==> src/rtl/tsc_cache_pkg.sv <==
// Shared definitions for the TSC CPU cache.
//   - default geometry (word width, number of lines, words per line)
//   - FSM state encoding used by tsc_cache
package tsc_cache_pkg;

  localparam int DEF_WORD_SIZE  = 16;
  localparam int DEF_NUM_LINES  = 4;
  localparam int DEF_LINE_WORDS = 4;

  typedef enum logic [1:0] {
    S_IDLE  = 2'd0,
    S_FILL  = 2'd1,
    S_WRITE = 2'd2
  } state_t;

endpackage

==> src/rtl/tsc_cache_array.sv <==
// Valid/tag/data storage for the direct-mapped cache.
// Ports:
//   clk, reset_n                    clock, synchronous active-low reset (clears valid bits only)
//   rd_index, rd_offset             combinational lookup of one line/word
//   rd_data, rd_tag, rd_valid       contents of the looked-up line/word
//   wr_en, wr_index, wr_offset,
//   wr_data                         synchronous single-word data write
//   tv_en, tv_index, tv_tag,
//   tv_valid                        synchronous tag/valid update of one line
module tsc_cache_array
  import tsc_cache_pkg::*;
#(
  parameter int WORD_SIZE  = DEF_WORD_SIZE,
  parameter int NUM_LINES  = DEF_NUM_LINES,
  parameter int LINE_WORDS = DEF_LINE_WORDS,
  parameter int IDX_W      = $clog2(NUM_LINES),
  parameter int OFF_W      = $clog2(LINE_WORDS),
  parameter int TAG_W      = WORD_SIZE - IDX_W - OFF_W
) (
  input  logic                 clk,
  input  logic                 reset_n,
  input  logic [IDX_W-1:0]     rd_index,
  input  logic [OFF_W-1:0]     rd_offset,
  output logic [WORD_SIZE-1:0] rd_data,
  output logic [TAG_W-1:0]     rd_tag,
  output logic                 rd_valid,
  input  logic                 wr_en,
  input  logic [IDX_W-1:0]     wr_index,
  input  logic [OFF_W-1:0]     wr_offset,
  input  logic [WORD_SIZE-1:0] wr_data,
  input  logic                 tv_en,
  input  logic [IDX_W-1:0]     tv_index,
  input  logic [TAG_W-1:0]     tv_tag,
  input  logic                 tv_valid
);

  logic [WORD_SIZE-1:0] data_q [NUM_LINES][LINE_WORDS];
  logic [TAG_W-1:0]     tag_q  [NUM_LINES];
  logic [NUM_LINES-1:0] valid_q;

  // Data and tags need no reset: a line is only trusted once its valid bit is set.
  always_ff @(posedge clk) begin
    if (wr_en) begin
      data_q[wr_index][wr_offset] <= wr_data;
    end
  end

  always_ff @(posedge clk) begin
    if (tv_en) begin
      tag_q[tv_index] <= tv_tag;
    end
  end

  always_ff @(posedge clk) begin
    if (!reset_n) begin
      valid_q <= '0;
    end else if (tv_en) begin
      valid_q[tv_index] <= tv_valid;
    end
  end

  assign rd_data  = data_q[rd_index][rd_offset];
  assign rd_tag   = tag_q[rd_index];
  assign rd_valid = valid_q[rd_index];

endmodule

==> src/rtl/tsc_cache.sv <==
// Direct-mapped, write-through, no-write-allocate, blocking cache for one
// TSC CPU memory port. Read hits complete combinationally; read misses
// refill a whole line word by word; every write goes through to memory.
// Ports:
//   clk, reset_n                 clock, synchronous active-low reset
//   readM, writeM                CPU requests, held until ready=1
//   address, wdata               CPU word address / write data
//   rdata, ready                 read data, request-complete (0 = stall)
//   mem_readM, mem_writeM        memory strobes (registered)
//   mem_address, mem_wdata       memory word address / write data
//   mem_rdata, mem_ready         memory read data, one-cycle transfer-done pulse
//   num_hits, num_misses         wrapping read hit / miss counters
module tsc_cache
  import tsc_cache_pkg::*;
#(
  parameter int WORD_SIZE  = DEF_WORD_SIZE,
  parameter int NUM_LINES  = DEF_NUM_LINES,
  parameter int LINE_WORDS = DEF_LINE_WORDS
) (
  input  logic                 clk,
  input  logic                 reset_n,
  input  logic                 readM,
  input  logic                 writeM,
  input  logic [WORD_SIZE-1:0] address,
  input  logic [WORD_SIZE-1:0] wdata,
  output logic [WORD_SIZE-1:0] rdata,
  output logic                 ready,
  output logic                 mem_readM,
  output logic                 mem_writeM,
  output logic [WORD_SIZE-1:0] mem_address,
  output logic [WORD_SIZE-1:0] mem_wdata,
  input  logic [WORD_SIZE-1:0] mem_rdata,
  input  logic                 mem_ready,
  output logic [WORD_SIZE-1:0] num_hits,
  output logic [WORD_SIZE-1:0] num_misses
);

  localparam int OFF_W = $clog2(LINE_WORDS);
  localparam int IDX_W = $clog2(NUM_LINES);
  localparam int TAG_W = WORD_SIZE - IDX_W - OFF_W;
  localparam logic [OFF_W-1:0] LAST_WORD = OFF_W'(LINE_WORDS - 1);

  state_t           state;
  logic [OFF_W-1:0] fill_cnt;
  logic             just_filled;

  logic [OFF_W-1:0] offset;
  logic [IDX_W-1:0] index;
  logic [TAG_W-1:0] tag;

  logic [TAG_W-1:0] line_tag;
  logic             line_valid;
  logic             hit;

  logic                 wr_en;
  logic [OFF_W-1:0]     wr_offset;
  logic [WORD_SIZE-1:0] wr_data;
  logic                 tv_en;
  logic                 tv_valid;

  assign offset = address[OFF_W-1:0];
  assign index  = address[OFF_W +: IDX_W];
  assign tag    = address[WORD_SIZE-1 -: TAG_W];
  assign hit    = line_valid && (line_tag == tag);

  assign mem_wdata = wdata;

  tsc_cache_array #(
    .WORD_SIZE  (WORD_SIZE),
    .NUM_LINES  (NUM_LINES),
    .LINE_WORDS (LINE_WORDS)
  ) u_array (
    .clk       (clk),
    .reset_n   (reset_n),
    .rd_index  (index),
    .rd_offset (offset),
    .rd_data   (rdata),
    .rd_tag    (line_tag),
    .rd_valid  (line_valid),
    .wr_en     (wr_en),
    .wr_index  (index),
    .wr_offset (wr_offset),
    .wr_data   (wr_data),
    .tv_en     (tv_en),
    .tv_index  (index),
    .tv_tag    (tag),
    .tv_valid  (tv_valid)
  );

  // Handshake and array-write decode. Array writes are suppressed during
  // reset so an aborted fill cannot leave a stray word or a valid line.
  always_comb begin
    ready       = 1'b0;
    mem_address = address;
    wr_en       = 1'b0;
    wr_offset   = offset;
    wr_data     = wdata;
    tv_en       = 1'b0;
    tv_valid    = 1'b0;
    case (state)
      S_IDLE: begin
        if (writeM) begin
          wr_en = hit;
        end else if (readM) begin
          ready = hit;
          // Invalidate the victim up front so a partly refilled line never looks valid.
          tv_en = !hit;
        end else begin
          ready = 1'b1;
        end
      end
      S_FILL: begin
        mem_address = {tag, index, fill_cnt};
        wr_offset   = fill_cnt;
        wr_data     = mem_rdata;
        if (mem_ready) begin
          wr_en = 1'b1;
          if (fill_cnt == LAST_WORD) begin
            tv_en    = 1'b1;
            tv_valid = 1'b1;
          end
        end
      end
      S_WRITE: begin
        ready = mem_ready;
      end
      default: begin
        ready = 1'b0;
      end
    endcase
    if (!reset_n) begin
      wr_en = 1'b0;
      tv_en = 1'b0;
    end
  end

  // Main FSM with registered memory strobes.
  always_ff @(posedge clk) begin
    if (!reset_n) begin
      state       <= S_IDLE;
      fill_cnt    <= '0;
      just_filled <= 1'b0;
      mem_readM   <= 1'b0;
      mem_writeM  <= 1'b0;
      num_hits    <= '0;
      num_misses  <= '0;
    end else begin
      just_filled <= 1'b0;
      case (state)
        S_IDLE: begin
          if (writeM) begin
            state      <= S_WRITE;
            mem_writeM <= 1'b1;
          end else if (readM) begin
            if (hit) begin
              // The hit that ends a refill was already counted as a miss.
              if (!just_filled) begin
                num_hits <= num_hits + 1'b1;
              end
            end else begin
              num_misses <= num_misses + 1'b1;
              fill_cnt   <= '0;
              state      <= S_FILL;
              mem_readM  <= 1'b1;
            end
          end
        end
        S_FILL: begin
          if (mem_ready) begin
            fill_cnt <= fill_cnt + 1'b1;
            if (fill_cnt == LAST_WORD) begin
              state       <= S_IDLE;
              mem_readM   <= 1'b0;
              just_filled <= 1'b1;
            end
          end
        end
        S_WRITE: begin
          if (mem_ready) begin
            state      <= S_IDLE;
            mem_writeM <= 1'b0;
          end
        end
        default: begin
          state      <= S_IDLE;
          mem_readM  <= 1'b0;
          mem_writeM <= 1'b0;
        end
      endcase
    end
  end

endmodule

==> config.mk <==
export PLATFORM = sky130hd
export DESIGN_NAME = tsc_cache
export DESIGN_NICKNAME = d
export VERILOG_FILES = /design/src/rtl/tsc_cache_pkg.sv /design/src/rtl/tsc_cache_array.sv /design/src/rtl/tsc_cache.sv
export SDC_FILE = /design/constraint.sdc
export NUM_CORES = 1
export LEC_CHECK = 0
export CORE_ASPECT_RATIO = 1.2
export CORE_UTILIZATION = 56
export CTS_CLUSTER_DIAMETER = 60
export CTS_CLUSTER_SIZE = 24
export DETAILED_ROUTE_END_ITERATION = 6
export GPL_TIMING_DRIVEN = 0
export PLACE_DENSITY_LB_ADDON = 0.2
export SLEW_MARGIN = 20
export SYNTH_ARGS = -nofsm -noshare
export SYNTH_HDL_FRONTEND = slang
export SYNTH_SLANG_ARGS = --single-unit
==> constraint.sdc <==
create_clock -name clk -period 6.6 [get_ports clk]
set_input_delay 0.66 -clock clk [delete_from_list [all_inputs] [get_ports clk]]
set_output_delay 0.66 -clock clk [all_outputs]
set_load 0.02 [all_outputs]
After elaboration in Yosys (flattened, before gate mapping). Memories as Yosys holds them, arrays and structs flattened. Cells that the tools add are included.

Register bits after elaboration: 43. RAM bits: 304. Bits of input ports: 53. Output and inout port bits: 83. Word-level logic and storage cells: 102. Memories kept: 2.

Memories: u_array.data_q (depth 4, width 64, rd ports 1, clocked after Yosys merged registers in 0, write ports 1, RTL line tsc_cache_array.sv:37) `logic [WORD_SIZE-1:0] data_q [NUM_LINES][LINE_WORDS];`; u_array.tag_q (depth 4, width 12, rd ports 1, clocked after Yosys merged registers in 0, write ports 1, RTL line tsc_cache_array.sv:38) `logic [TAG_W-1:0] tag_q [NUM_LINES];`.

Add/sub/neg operators: 3. $lt $le $gt $ge: 5. Equal/unequal tests: 13. Muxes and demuxes: 52. Bitwise gates (word level): 7. Reductions and logical operators: 12.

Operators by type and width (number): $mux 16 (4); $mux 64 (1); $add 16x1->16 const B (2); $bmux 16 s2 (1); $demux 16 s2 (1); $mux 2 (12); $mux 1 (23); $reduce_and 5->1 (3); $ne 2x2->1 const B (7); $eq 12x12->1 (1); $ge 3x3->1 const B (2); $ne 3x3->1 const B (2); $not 2->3 (2); $pmux 1 s2 (3); $pmux 1 s3 (2); $pmux 2 s3 (1); $reduce_and 6->1 (1); $not 1->1 (5); $bwmux 4 (1); $eq 2x2->1 const B (2); $pmux 2 s2 (1); $reduce_and 4->1 (1); $logic_and 1x1->1 (3); $lt 2x3->1 const B (1); 10 further kinds (10).

Logic depth before layout (Yosys ltp).
Word-level depth: 10. Mapped depth: 10.

Cells and area by module. Synthesis repeated with hierarchy kept, for this count alone.

Cell total of the unflattened synthesis: 806. Area, all modules: 14203.6 um^2.

Modules (own cells, without submodules): tsc_cache_array (instances 1, cells an instance 499, area an instance 11659.9 um^2); tsc_cache (instances 1, cells an instance 307, area an instance 2543.7 um^2).

Least setup slack after synthesis. Ideal clock, no wire load.

Path type: input to register. Start: input address[2]. End: memory u_array.data_q[0][48] in the netlist's numbering, enable pin. Setup time: 0.413 ns. Arrival time: 3.556 ns. Required time: 6.187 ns. Slack: 2.631 ns. Stages: 7. Cell sequence: buf_6 mux4_1 xnor2_1 nand4_1 or3_1 o22ai_2 nor3b_1.

Cells in the longest elaborated chain, start to end: 8. Elaborated cells on any way between the ends: 10. Classes of those cells: eq/ne: 1; mux: 7; reduce/logical: 1; memory: 1.

RTL lines: from (decl) (RTL line tsc_cache.sv:24) `input logic [WORD_SIZE-1:0] address,`; $mem_v2 4x12 / $bmux 1 s2 (equally long branches); $eq 12x12->1 / $mux 1 (equally long branches) (RTL line tsc_cache.sv:64, tsc_cache_array.sv:64); $logic_and 1x1->1 (RTL line tsc_cache.sv:64) `assign hit = line_valid && (line_tag == tag);`; $mux 1 (RTL line tsc_cache.sv:102) `if (writeM) begin`; $pmux 1 s2 (RTL line tsc_cache.sv:100) `case (state)`; $mux 1 (RTL line tsc_cache.sv:131) `if (!reset_n) begin`; $mux 1 (RTL line tsc_cache_array.sv:43) `if (wr_en) begin`; $mux 64 (not written as such) (RTL line tsc_cache_array.sv:44) `data_q[wr_index][wr_offset] <= wr_data;`; to (decl) (RTL line tsc_cache_array.sv:37).

Several ways; a longest one is shown, not always the timed one. The select of a mux whose other input is x is not followed.

Worst setup path after layout.
Start: input address[2]. End: output rdata[3].

Cells in the longest elaborated chain, start to end: 4.

RTL lines: $mem_v2 4x64; $bmux 16 s2 (RTL line tsc_cache_array.sv:62) `assign rd_data = data_q[rd_index][rd_offset];`; $mux 16 (not written as such) (2 in a row) (RTL line tsc_cache_array.sv:62); to (decl) (RTL line tsc_cache.sv:26) `output logic [WORD_SIZE-1:0] rdata,`.

No other way between the ends. The select of a mux whose other input is x is not followed.

==> summary.md <==
| Metric | Value |
|---|---|
| Placement Rows | 63 |
| Pre-Repair DR Iteration Count | 4 |
| Die height | 177.5 um |
| Hold Buf Count CTS | 0 |
| Period Utilization, post-route | 68.51% |
| Post-CTS setup buffers | 0 |
| Number of synthesized flops with an enable pin | 304 |
| Most used DFF post-synth | edfxtp_1 |
| Area taken by multi-input logic gates | 3943 sq um |
| Via count | 8038 |
| Dpl hpwl | 19700 um |
| Worst r2r src | state[0] |
| WHS | 0.4741 ns |
| Worst-path cell chain | buf_6, clkbuf_1, buf_2, buf_2, mux4_2, mux4_2, clkdlybuf4s50_1 |
| Async SR Flop Fraction | 0% |
| Most frequent cells in the layout | edfxtp_1 (304), clkdlybuf4s50_1 (130), mux4_2 (84) |
| Critical path data arrival time | 3.86 ns |
| Hold WC Path Type | reg -> reg |
| Clk sink count | 347 |
| Status | finished, final reports clean |
| Post-Syn Instances | 815 |
| Final hold viol count | 0 |
| R2R Setup Slk | 3.01 ns |
| Wirelength per Cell | 24.03 um |
| Crit Path Class | in -> out |
| Power, Total | 4.024 mW |
| Cell area after layout | 16770 sq um |
| Crit Path Max Fanout | 10 |
| Worst r2r path cells | 7 |
| LEAKAGE | 5.356 nW |
| Cell Count, Final, Fillers Out | 1307 |
| Most common library cell in the layout ignoring fill and taps | edfxtp_1 |
| Initial Utilization | 57.51% |
| Full die area | 26310 sq um |
| Initial drt markers | 697 |
| Post-CTS resize count | 0 |
| Placed cells | 1277 |
| Max incr delay on CP | 0.57 ns |
| Area leader, netlist | edfxtp_1 |
| Initial antenna violation count | 0 |
| Wirelength, routed | 31410 um |
| Power density over the cells | 240.0 nW/um^2 |
| Post-Synthesis Net Count | 871 |
| Tmin final | 4.522 ns |
| Max_cap viols | 0 |
| DP Area | 16160 sq um |
| Core ar. | 24990 sq um |
| FF/Latch Area | 9990 sq um |
| Crit path to | rdata[3] |
| Register bit total from synthesis | 347 |
| N_diodes | 0 |
| Later-pin clock latency in the skew report | 0.52 ns |
| Yosys warning count | 0 |
| First-pass GRT wire length | 47580 um |
| Max clock buf depth | 3 |
| Post-synth top area share | 63.53% |
| Synthesized area per cell | 17.63 sq um |
| Total Routing Usage GR | 24.66% |
| Port Buffers | 130 |
| Final clock skew | 0.01859 ns |
| NumNets Final | 1029 |
| Clock slew at reported path FFs | 0.09 ns |
| First element of the critical path | address[2] |
| Rel. slew slack | 21.56% |
| Pins Over Slew Limit | 0 |
| Post-DRT Antenna Nets | 0 |
| Post-synth design cell area | 14370 sq um |
| RePlAce Congestion | 0.8216 |
| Final Setup Violations | 0 |
| TritonCTS clock tree | yes |
| RSZ-0062 raised after global routing | false |
| Layout area overhead | 16.67% |
| Gr ovfl total | 0 |
| Worst Setup Start Kind | input port |
| Number of global-route vias before repair | 8013 |
| Synth area leaders | edfxtp_1 (64%), mux4_2 (13%), dfxtp_1 (6.0%) |
| Maximum VDD drop | 0.0001893 V |
| Setup_tns | 0 ns |
| Die Wd | 148.2 um |
| H-tree Lvls | 1 |
| Worst path required time | 5.94 ns |
| Max Clock Freq | 0.2211 GHz |
| Vias/cell | 6.150 |
| IO Count | 136 |
| Distinct cells, synth | 55 |
| DRC | 0 |
| Worst reg2reg endpoint | u_array.data_q[2][53] |
| Sequential area share after synthesis | 69.52% |
| Slowest stage cell, crit path | mux4_2 |
| CTS buffer count | 19 |
| Filler cells | 1694 |
| Slew @ Worst Pin | 1.177 ns |
| Root buf cell | clkbuf_16 |
| Layout cells sized above 1 | 19.55% |
| Largest net degree at the start of global routing | 26 |
| Crit. End Element | primary output |
synthesized netlist by cell type, drive strengths merged, types with 3 or more instances:
master,number
dfxtp,43
o31ai,4
mux2,21
and4,5
o21ai,26
mux4,86
and3,14
xnor2,12
nor4,3
nor3b,3
edfxtp,304
ha,3
inv,11
mux2i,17
nand2b,3
or4,4
nand3,15
nor3,10
and3b,4
a21oi,36
nand4,9
and2,7
nor2,20
o211ai,3
clkbuf,23
o22ai,5
or3,17
nand4b,4
buf,49
nand2,30
o21a,4
sequential cells by signal, summed over array words and instances (netlist names):
name,count
u_array.data_q,256
u_array.tag_q,48
num_hits,16
num_misses,16
u_array.valid_q,4
fill_cnt,2
state,2
just_filled,1
mem_readM,1
mem_writeM,1
power by group:
part	leakage, nW	total, mW	switching [mW]	internal (mW)
clock	0.289	1.28	0.675	0.600
combinational	1.99	0.343	0.184	0.159
sequential	3.08	2.41	0.00318	2.40
total	5.36	4.02	0.863	3.16
worst max-delay path, delay by kind of cell:
| family | cells | cell delay, ns |
|---|---|---|
| buffers and inverters | 5 | 2.12 |
| muxes | 2 | 1.06 |
routing by layer:
metal | up-vias | share of wire (%) | track usage (%)
met5 | - | 0 | 0
met4 | 0 | 2.6 | 7.689
met3 | 44 | 5.0 | 3.033
met2 | 301 | 52 | 43.13
met1 | 4120 | 40 | 32.37
li1 | 3573 | - | -
worst min-delay path by stage:
stage | from | slack [ns] | cells after the start | end
5_1_grt | num_hits[15] | 0.53 | 2 | num_hits[15]
3_3_place_gp | num_hits[15] | 0.46 | 2 | num_hits[15]
3_5_place_dp | num_hits[15] | 0.46 | 2 | num_hits[15]
2_1_floorplan | fill_cnt[1] | 0.47 | 2 | fill_cnt[1]
4_1_cts | num_hits[15] | 0.48 | 2 | num_hits[15]
6_report | num_hits[15] | 0.47 | 2 | num_hits[15]
per-stage QoR:
stage	utilization (%)	worst slack [ns]
2_1_floorplan	-	2.631
3_3_place_gp	64.34	0.5632
3_5_place_dp	64.69	2.030
4_1_cts	67.08	2.018
5_1_grt	67.10	1.865
6_report	67.10	2.078
cell families (layout without fill, tap and decap cells):
logic type                 after synthesis  in the layout  share of synthesized area [%]
adders and majority gates                3              3                         0.2612
xor gates and xnor gates                13             13                         0.7923
AOI/OAI and AO/OA                       95             95                          4.075
DFF                                    347            347                          69.52
muxes                                  124            124                          16.36
buffers and inverters                   84            251                          3.256
and+or+nand+nor                        149            149                          5.738
layout make-up:
type                            instances  share of cell area (%)
Sequential cell                       347                   59.58
Inverter                               12                  0.2687
Multi-Input combinational cell        384                   23.51
Tap cell                              325                   2.425
Clock inverter                          5                  0.2761
Timing Repair Buffer                  137                   8.104
Buffer                                 72                   2.545
Clock buffer                           25                   3.284
Power figures use the tool's default switching activity.
